--- config.mk ---
export PLATFORM = sky130hd
export DESIGN_NAME = ex_md_stage
export DESIGN_NICKNAME = d
export VERILOG_FILES = /design/src/rtl/ex_md_stage.sv
export SDC_FILE = /design/constraint.sdc
export NUM_CORES = 2
export LEC_CHECK = 0
export ABC_CLOCK_PERIOD_IN_PS = 10100
export BUFFER_PORTS_ARGS = -buffer_cell sky130_fd_sc_hd__buf_2
export CAP_MARGIN = 30
export CORE_MARGIN = 2
export CORE_UTILIZATION = 45
export CTS_BUF_LIST = sky130_fd_sc_hd__clkbuf_8
export DETAILED_ROUTE_END_ITERATION = 8
export GPL_ROUTABILITY_DRIVEN = 1
export HOLD_SLACK_MARGIN = 0.1
export SYNTH_ARGS = -nofsm -noshare
export SYNTH_HDL_FRONTEND = slang
export SYNTH_SLANG_ARGS = --single-unit
export TNS_END_PERCENT = 20
--- constraint.sdc ---
create_clock -name clk -period 10.1 [get_ports clk]
set_input_delay 1.515 -clock clk [delete_from_list [all_inputs] [get_ports clk]]
set_output_delay 1.515 -clock clk [all_outputs]
set_load 0.02 [all_outputs]
--- src/rtl/ex_md_stage.sv ---
// Execute stage with operand forwarding, ALU, and a multi-cycle multiply/divide
// unit that owns the HI/LO registers; drives the EX/MEM pipeline register.
module ex_md_stage #(
    parameter int XLEN    = 32,
    parameter int REGW    = 5,
    parameter int MUL_LAT = 4,
    parameter int MEMC_W  = 1,
    parameter int WBC_W   = 5
) (
    input  logic              clk,
    input  logic              rst,
    input  logic              ex_flush,
    input  logic              ex_valid,
    input  logic [3:0]        alu_op,
    input  logic              src_b_imm,
    input  logic [2:0]        md_op,
    input  logic [1:0]        wb_sel,
    input  logic [REGW-1:0]   rs_idx,
    input  logic [REGW-1:0]   rt_idx,
    input  logic [REGW-1:0]   rw_idx,
    input  logic [XLEN-1:0]   rd1,
    input  logic [XLEN-1:0]   rd2,
    input  logic [XLEN-1:0]   imm,
    input  logic [XLEN-1:0]   pc_next,
    input  logic [4:0]        sa,
    input  logic [MEMC_W-1:0] mem_ctrl,
    input  logic [WBC_W-1:0]  wb_ctrl,
    input  logic              fm_we,
    input  logic [REGW-1:0]   fm_idx,
    input  logic [XLEN-1:0]   fm_val,
    input  logic              fw_we,
    input  logic [REGW-1:0]   fw_idx,
    input  logic [XLEN-1:0]   fw_val,
    output logic              ex_stall,
    output logic              md_busy,
    output logic              o_valid,
    output logic [MEMC_W-1:0] o_mem_ctrl,
    output logic [WBC_W-1:0]  o_wb_ctrl,
    output logic [REGW-1:0]   o_rw,
    output logic [XLEN-1:0]   o_result,
    output logic [XLEN-1:0]   o_store
);

    localparam logic [2:0] MD_MULT  = 3'd1;
    localparam logic [2:0] MD_MULTU = 3'd2;
    localparam logic [2:0] MD_DIV   = 3'd3;
    localparam logic [2:0] MD_DIVU  = 3'd4;
    localparam logic [2:0] MD_MTHI  = 3'd5;
    localparam logic [2:0] MD_MTLO  = 3'd6;

    localparam int CNT_MAX = (XLEN > MUL_LAT) ? XLEN : MUL_LAT;
    localparam int CNT_W   = $clog2(CNT_MAX);
    localparam logic [CNT_W-1:0] MUL_LAST = CNT_W'(MUL_LAT - 1);
    localparam logic [CNT_W-1:0] DIV_LAST = CNT_W'(XLEN - 1);

    typedef enum logic [1:0] {
        S_IDLE,
        S_MUL,
        S_DIV
    } md_state_t;

    md_state_t state, state_nx;

    logic [XLEN-1:0]   a_val, rt_val, b_val, alu_res, wb_res;
    logic              issue, is_mul, is_div;
    logic              mul_done, div_done;

    logic [XLEN-1:0]   hi, lo;
    logic [XLEN-1:0]   op_a, op_b, rem;
    logic [CNT_W-1:0]  cnt;
    logic              neg_q, neg_r, div_zero, mul_sgn;

    logic [XLEN:0]     rem_sh, diff;
    logic              q_bit;
    logic [XLEN-1:0]   rem_nx, quo_nx, q_fix, r_fix;
    logic [2*XLEN-1:0] ext_a, ext_b, prod;

    // MEM-stage source has priority over WB; r0 is hardwired and never forwarded
    always_comb begin
        a_val = rd1;
        if (rs_idx != '0) begin
            if (fm_we && fm_idx == rs_idx)
                a_val = fm_val;
            else if (fw_we && fw_idx == rs_idx)
                a_val = fw_val;
        end
        rt_val = rd2;
        if (rt_idx != '0) begin
            if (fm_we && fm_idx == rt_idx)
                rt_val = fm_val;
            else if (fw_we && fw_idx == rt_idx)
                rt_val = fw_val;
        end
        b_val = src_b_imm ? imm : rt_val;
    end

    always_comb begin
        alu_res = '0;
        case (alu_op)
            4'd0:    alu_res = a_val + b_val;
            4'd1:    alu_res = a_val - b_val;
            4'd2:    alu_res = a_val & b_val;
            4'd3:    alu_res = a_val | b_val;
            4'd4:    alu_res = a_val ^ b_val;
            4'd5:    alu_res = ~(a_val | b_val);
            4'd6:    alu_res = {{(XLEN-1){1'b0}}, $signed(a_val) < $signed(b_val)};
            4'd7:    alu_res = {{(XLEN-1){1'b0}}, a_val < b_val};
            4'd8:    alu_res = b_val << sa;
            4'd9:    alu_res = b_val >> sa;
            4'd10:   alu_res = $signed(b_val) >>> sa;
            default: alu_res = '0;
        endcase
    end

    always_comb begin
        wb_res = alu_res;
        case (wb_sel)
            2'd0: wb_res = alu_res;
            2'd1: wb_res = pc_next;
            2'd2: wb_res = hi;
            2'd3: wb_res = lo;
            default: wb_res = alu_res;
        endcase
    end

    assign md_busy  = (state != S_IDLE);
    assign ex_stall = ex_valid && md_busy && ((md_op != '0) || wb_sel[1]);
    assign issue    = ex_valid && !ex_flush && !ex_stall && (md_op != '0);
    assign is_mul   = (md_op == MD_MULT) || (md_op == MD_MULTU);
    assign is_div   = (md_op == MD_DIV)  || (md_op == MD_DIVU);

    // Restoring step on magnitudes; op_a shifts dividend bits out and quotient bits in
    always_comb begin
        rem_sh = {rem, op_a[XLEN-1]};
        diff   = rem_sh - {1'b0, op_b};
        q_bit  = ~diff[XLEN];
        rem_nx = q_bit ? diff[XLEN-1:0] : rem_sh[XLEN-1:0];
        quo_nx = {op_a[XLEN-2:0], q_bit};
        q_fix  = neg_q ? -quo_nx : quo_nx;
        r_fix  = neg_r ? -rem_nx : rem_nx;
    end

    always_comb begin
        ext_a = {{XLEN{mul_sgn & op_a[XLEN-1]}}, op_a};
        ext_b = {{XLEN{mul_sgn & op_b[XLEN-1]}}, op_b};
        prod  = ext_a * ext_b;
    end

    always_ff @(posedge clk or negedge rst) begin
        if (!rst)
            state <= S_IDLE;
        else
            state <= state_nx;
    end

    always_comb begin
        state_nx = state;
        mul_done = 1'b0;
        div_done = 1'b0;
        case (state)
            S_IDLE: begin
                if (issue && is_mul)
                    state_nx = S_MUL;
                else if (issue && is_div)
                    state_nx = S_DIV;
            end
            S_MUL: begin
                if (cnt == MUL_LAST) begin
                    mul_done = 1'b1;
                    state_nx = S_IDLE;
                end
            end
            S_DIV: begin
                if (cnt == DIV_LAST) begin
                    div_done = 1'b1;
                    state_nx = S_IDLE;
                end
            end
            default: state_nx = S_IDLE;
        endcase
    end

    // Issue can only happen in IDLE because busy stalls any md_op
    always_ff @(posedge clk or negedge rst) begin
        if (!rst) begin
            hi       <= '0;
            lo       <= '0;
            op_a     <= '0;
            op_b     <= '0;
            rem      <= '0;
            cnt      <= '0;
            neg_q    <= 1'b0;
            neg_r    <= 1'b0;
            div_zero <= 1'b0;
            mul_sgn  <= 1'b0;
        end else if (issue) begin
            cnt <= '0;
            case (md_op)
                MD_MULT, MD_MULTU: begin
                    op_a    <= a_val;
                    op_b    <= rt_val;
                    mul_sgn <= (md_op == MD_MULT);
                end
                MD_DIV, MD_DIVU: begin
                    op_a     <= ((md_op == MD_DIV) && a_val[XLEN-1]) ? -a_val : a_val;
                    op_b     <= ((md_op == MD_DIV) && rt_val[XLEN-1]) ? -rt_val : rt_val;
                    rem      <= '0;
                    neg_q    <= (md_op == MD_DIV) && (a_val[XLEN-1] ^ rt_val[XLEN-1]);
                    neg_r    <= (md_op == MD_DIV) && a_val[XLEN-1];
                    div_zero <= (rt_val == '0);
                end
                MD_MTHI: hi <= a_val;
                MD_MTLO: lo <= a_val;
                default: ;
            endcase
        end else if (state == S_MUL) begin
            if (mul_done) begin
                hi <= prod[2*XLEN-1:XLEN];
                lo <= prod[XLEN-1:0];
            end else begin
                cnt <= cnt + CNT_W'(1);
            end
        end else if (state == S_DIV) begin
            op_a <= quo_nx;
            rem  <= rem_nx;
            if (div_done) begin
                hi <= r_fix;
                lo <= div_zero ? '1 : q_fix;
            end else begin
                cnt <= cnt + CNT_W'(1);
            end
        end
    end

    // Flush or stall inserts a bubble; data fields keep their last value
    always_ff @(posedge clk or negedge rst) begin
        if (!rst) begin
            o_valid    <= 1'b0;
            o_mem_ctrl <= '0;
            o_wb_ctrl  <= '0;
            o_rw       <= '0;
            o_result   <= '0;
            o_store    <= '0;
        end else if (ex_flush || ex_stall) begin
            o_valid    <= 1'b0;
            o_mem_ctrl <= '0;
            o_wb_ctrl  <= '0;
        end else begin
            o_valid    <= ex_valid;
            o_mem_ctrl <= mem_ctrl;
            o_wb_ctrl  <= wb_ctrl;
            o_rw       <= rw_idx;
            o_result   <= wb_res;
            o_store    <= rt_val;
        end
    end

endmodule

# == Yosys cells after proc, flatten, opt, wreduce, memory -nomap -nowiden ==
# Cells that the tools add are included.
# word_totals
ff_bits,247
out_inout_bits,78
# op_classes
add_sub_neg,8
n_mul,1
order_cmp,2
eq_ne,38
shifts,3
muxes,53
bitwise_logic,8
reduce_logical,43
# ops
cell,n
two-way mux 32 bit,32
case mux 32 bit (11 select lines),1
negation 32 bit,4
case mux 32 bit (2 select lines),2
case mux 32 bit (4 select lines),1
< comparator 32 bit,2
multiplier 33 x 33 -> 64 bit,1
subtractor 33 x 32 -> 33 bit,1
adder 32 bit,1
bitwise AND 32 bit,1
zero test 32 bit,1
inverter 32 bit,1
bitwise OR 32 bit,1
<< shifter 32 x 5 -> 32 bit,1
right shift 32 x 5 -> 32 bit,1
>>> shifter 32 x 5 -> 32 bit,1
subtractor 32 bit,1
bitwise XOR 32 bit,1
two-way mux 5 bit,6
== test 5 bit,4
== test 4 x 3 -> 1 bit (second input constant),4
logical AND 1 bit,14
== test 4 bit (second input constant),3
AND reduction 3 bit,4
31 further kinds,67

# == Logic depth before layout (Yosys ltp) ==
# logic_depth
ltp_word,10
ltp_mapped,32
depth_no_buf,30

# == Least setup slack after synthesis ==
# OpenSTA, ideal clock, no wires.
# synth_timing
path_kind,register to register
from,register op_a[31]
to,register hi[27]
setup_time_ns,0.082
t_arrival_ns,7.836
path_slack_ns,2.182
stages_incl_launch_ff,29
synth_period_minus_slack_ns,7.918
cell_sequence,dfrtp_1 clkbuf_1 clkbuf_1 and3_1 fa_1 inv_1 fa_1 inv_1 fa_1 fa_1 inv_1 fa_1 inv_1 fa_1 inv_1 fa_1 fa_1 inv_1 ha_1 and3_1 nand2_1 a2111oi_0 a21oi_1 a31o_2 nand2b_1 o21ai_0 xor2_1 nand2_1 a31oi_1
# synth_between
elab_chain_len,8
elab_cells_between_ends,11
cone_classes,add/sub: 2; mul: 1; mux: 7; bitwise: 1
# synth_rtl
element,line_no,source
start: declaration,69,"logic [XLEN-1:0] op_a, op_b, rem;"
start signal: assignment,200,op_a <= a_val;
start signal: assignment,205,op_a <= ((md_op == MD_DIV) && a_val[XLEN-1]) ? -a_val : a_val;
start signal: assignment,224,op_a <= quo_nx;
subtractor 33 x 32 -> 33 bit,135,"diff = rem_sh - {1'b0, op_b};"
two-way mux 32 bit,137,rem_nx = q_bit ? diff[XLEN-1:0] : rem_sh[XLEN-1:0];
negation 32 bit,140,r_fix = neg_r ? -rem_nx : rem_nx;
two-way mux 32 bit,140,
two-way mux 32 bit,226,if (div_done) begin
two-way mux 32 bit,223,end else if (state == S_DIV) begin
two-way mux 32 bit (*),216,end else if (state == S_MUL) begin
two-way mux 32 bit (*),196,end else if (issue) begin
end signal: assignment,212,MD_MTHI: hi <= a_val;
end signal: assignment,218,hi <= prod[2*XLEN-1:XLEN];
end signal: assignment,227,hi <= r_fix;
end: declaration,68,"logic [XLEN-1:0] hi, lo;"
# Mark *: on every way between the ends. The rest lies on a longest branch, timed or not. The select of a mux whose other input is x is not followed.
# A chain may end at the register's enable or synchronous reset.

# == Final worst setup path ==
# layout_timing
from,register op_a[18]
to,register hi[12]
# layout_between
elab_chain_len,4
# layout_rtl
element,line_no,source
multiplier 33 x 33 -> 64 bit,146,prod = ext_a * ext_b;
two-way mux 32 bit,217,if (mul_done) begin
two-way mux 32 bit,216,
two-way mux 32 bit,196,
# No other way between the ends. The select of a mux whose other input is x is not followed.

==> impl_metrics.ini <==
[timing]
post-route-min-period_ns = 9.21
fin_skew_ns = 0.0410
setup_viol_count_final = 0
timing.fmax_mhz = 109
slew_viol_final = 0
hold_viol = 0
finalSetupTns_ns = 0
slew_headroom_pct = 16.6
rsz0062_at_grt = no
fin_crit_sh_pct = 91.1
tightest_slew_ns = 1.22

[clock_network]
cts_tree = done
clk_latency_ns = 0.72
post-cts-setup-buffer-count = 0
h-tree-depth = 2
hold_buffers = 0
cts_buffer_depth = 3
ctsResizeCount = 0
numCtsBuffers = 52
clockRootBuffer = clkbuf_8
cts_sinks = 247
clkTransAtPathRegs_ns = 0.07

[setup_path]
critPathBufInv = 5
cpMaxStageDelayCell = dfrtp_1
required_ns = 10.63
arrival_ns = 9.74
max_stage_delay_ns = 1.03
crit_path_start_kind = flip-flop
cp_common_cell = fa_1
reg2reg_slack_ns = 0.89
critPathMaxFanout = 21
worstSetupPathType = flip-flop to flip-flop
crit_family = adder cells
end_kind = flip-flop

[cells_and_area]
syn2layout_area_growth_pct = 8.36
nets = 9774
drive_gt1_share_pct = 10.8
fin_util_pct = 49.0
final_common_cell = inv_1
mostFrequentLayoutCells = inv_1 (1308), fa_1 (1128), nand2_1 (1115)
fin_area_um2 = 71400

[die]
ios = 322
die_x_um = 387
row_count = 140
start_util_pct = 45.3
core-area_um2 = 146000
die_h_um = 387
die-area_um2 = 149000

[global_route]
gr-usage-met3_pct = 10.5
antenna_found_initial = 39
grt_use_total_pct = 38.1
grt_pass1_wl_um = 421000
use_met1_pct = 50.3
grt_pass1_vias = 62000
top_usage_layer = met2
grt_max_degree = 100
grt_use_met2_pct = 56.9
overflow = 0

[yosys]
synth_edf_count = 0
netlist_area_um2 = 65900
yosys_warnings = 0
syn_avg_cell_area_um2 = 8.29
syn_inst = 7945
ys_seq_area_share_pct = 9.38
syn-num-nets = 9664
yosys_most_used_dff = dfrtp_1
ys_ff_latch = 247
synth.distinct_cells = 113
async_reset_ff_share_pct = 100

[placement]
port_buffers = 321
gp_congestion = 1.06
dp_hpwl_um = 233000
post_dp_cell_area_um2 = 70100

[routing]
wire_per_inst_um = 28.5
drt_wl_total_um = 286000
ant_nets = 0
first_pass_iters = 6
drtIter0Drc = 6539
post_drt_via_cell_ratio = 6.09
drc_errors = 0
vias = 61100

[run_status]
status = complete, no violations

[flow_run]
cap_violations = 0

[hold_path]
hold_path_class = flip-flop to flip-flop
-- metal layers --
layer	wire length, µm	up-vias
li1	-	26000
met3	30600	785
met1	114000	31000
met4	18800	40
met5	266	-
met2	122000	3250
-- cell usage after synthesis, types with 16 or more instances --
master | number | share of area (%)
nor2b_1 | 28 | 0.27
a211oi_1 | 44 | 0.50
mux4_2 | 25 | 0.85
fa_1 | 1128 | 34
nor2_1 | 432 | 2.5
nand2b_1 | 55 | 0.52
a221oi_1 | 43 | 0.57
and2_1 | 325 | 3.1
o21bai_1 | 26 | 0.30
o221ai_1 | 30 | 0.40
o22a_1 | 34 | 0.45
o2111ai_1 | 16 | 0.21
nor3_1 | 110 | 0.84
mux2_2 | 57 | 0.97
xnor2_1 | 133 | 1.8
o31ai_1 | 30 | 0.34
o41ai_1 | 17 | 0.23
nand4_1 | 46 | 0.44
buf_1 | 58 | 0.33
dfrtp_1 | 247 | 9.4
a22o_1 | 20 | 0.27
xor2_1 | 77 | 1.0
nand3_1 | 105 | 0.80
buf_2 | 29 | 0.22
o21a_1 | 32 | 0.36
a21oi_1 | 346 | 2.6
or2_2 | 20 | 0.19
a21o_1 | 66 | 0.75
ha_1 | 347 | 6.6
and3_1 | 45 | 0.43
o22ai_1 | 64 | 0.61
a31oi_1 | 91 | 0.86
a311oi_1 | 16 | 0.21
or3_1 | 38 | 0.36
nor4_1 | 30 | 0.28
o21ai_1 | 38 | 0.29
o211ai_1 | 58 | 0.66
a2111oi_0 | 33 | 0.44
clkbuf_1 | 433 | 2.5
nand2_1 | 1119 | 6.4
a22oi_1 | 29 | 0.33
mux2i_1 | 101 | 1.5
inv_1 | 1295 | 7.4
o21ai_0 | 374 | 2.8
-- tightest hold or removal path: cells and delay by family (launching register included) --
kind	cells	cell delay (ns)
simple gates	1	0.04
flops	1	0.33
compound gates	1	0.06
-- cell type report --
type                       count  area (µm²)
timing repair buffer         589        3890
fill                       14200       74200
multi-input combinational   5866       52800
clock buffer                  65         895
tap                         1917        2400
inverter                    1299        4880
clock inverter                32         245
antenna                       14        35.0
sequential                   247        6180
-- worst paths after layout --
check	startpoint	to	depth (start not counted)
setup reg to reg	op_a[18]	hi[12]	26
setup / recovery	op_a[18]	hi[12]	26
hold / removal	o_store[20]	o_store[20]	2
hold reg to reg	o_store[20]	o_store[20]	2
min in group asynchronous	rst	o_wb_ctrl[2]	1
max in group asynchronous	rst	op_a[21]	3
-- through the flow --
stage,instances,hold slack (ns),setup WS (ns)
after global routing,10000,0.504,0.561
after floorplan,7945,0.433,2.18
after detailed placement,9914,0.460,0.968
final,10000,0.477,0.895
after CTS,10000,0.474,0.920
after global placement,9899,0.446,0.805
-- registers in the layout, summed over array words and instances, names as in the netlist, 2 cells and up --
signal / flops
rem: 32
o_wb_ctrl: 5
cnt: 5
hi: 32
op_b: 32
state: 2
lo: 32
o_rw: 5
o_result: 32
op_a: 32
o_store: 32
-- logic make-up (layout without fill, tap and decap cells) --
| group | count (synthesis) | after routing | share of synthesized area, % |
|---|---|---|---|
| xor gates and xnor gates | 210 | 210 | 2.79 |
| muxes | 184 | 184 | 3.40 |
| and+or+nand+nor | 2411 | 2411 | 16.8 |
| buffers and inverters | 1832 | 1985 | 10.6 |
| adders and majority gates | 1475 | 1475 | 40.9 |
| DFF | 247 | 247 | 9.38 |
| other | 0 | 14 | 0 |
| AOI/OAI and AO/OA | 1586 | 1586 | 16.1 |
Power is left out: the tool's default activity adds up to more than one toggle a clock period on the data nets, which glitch-free logic cannot reach.
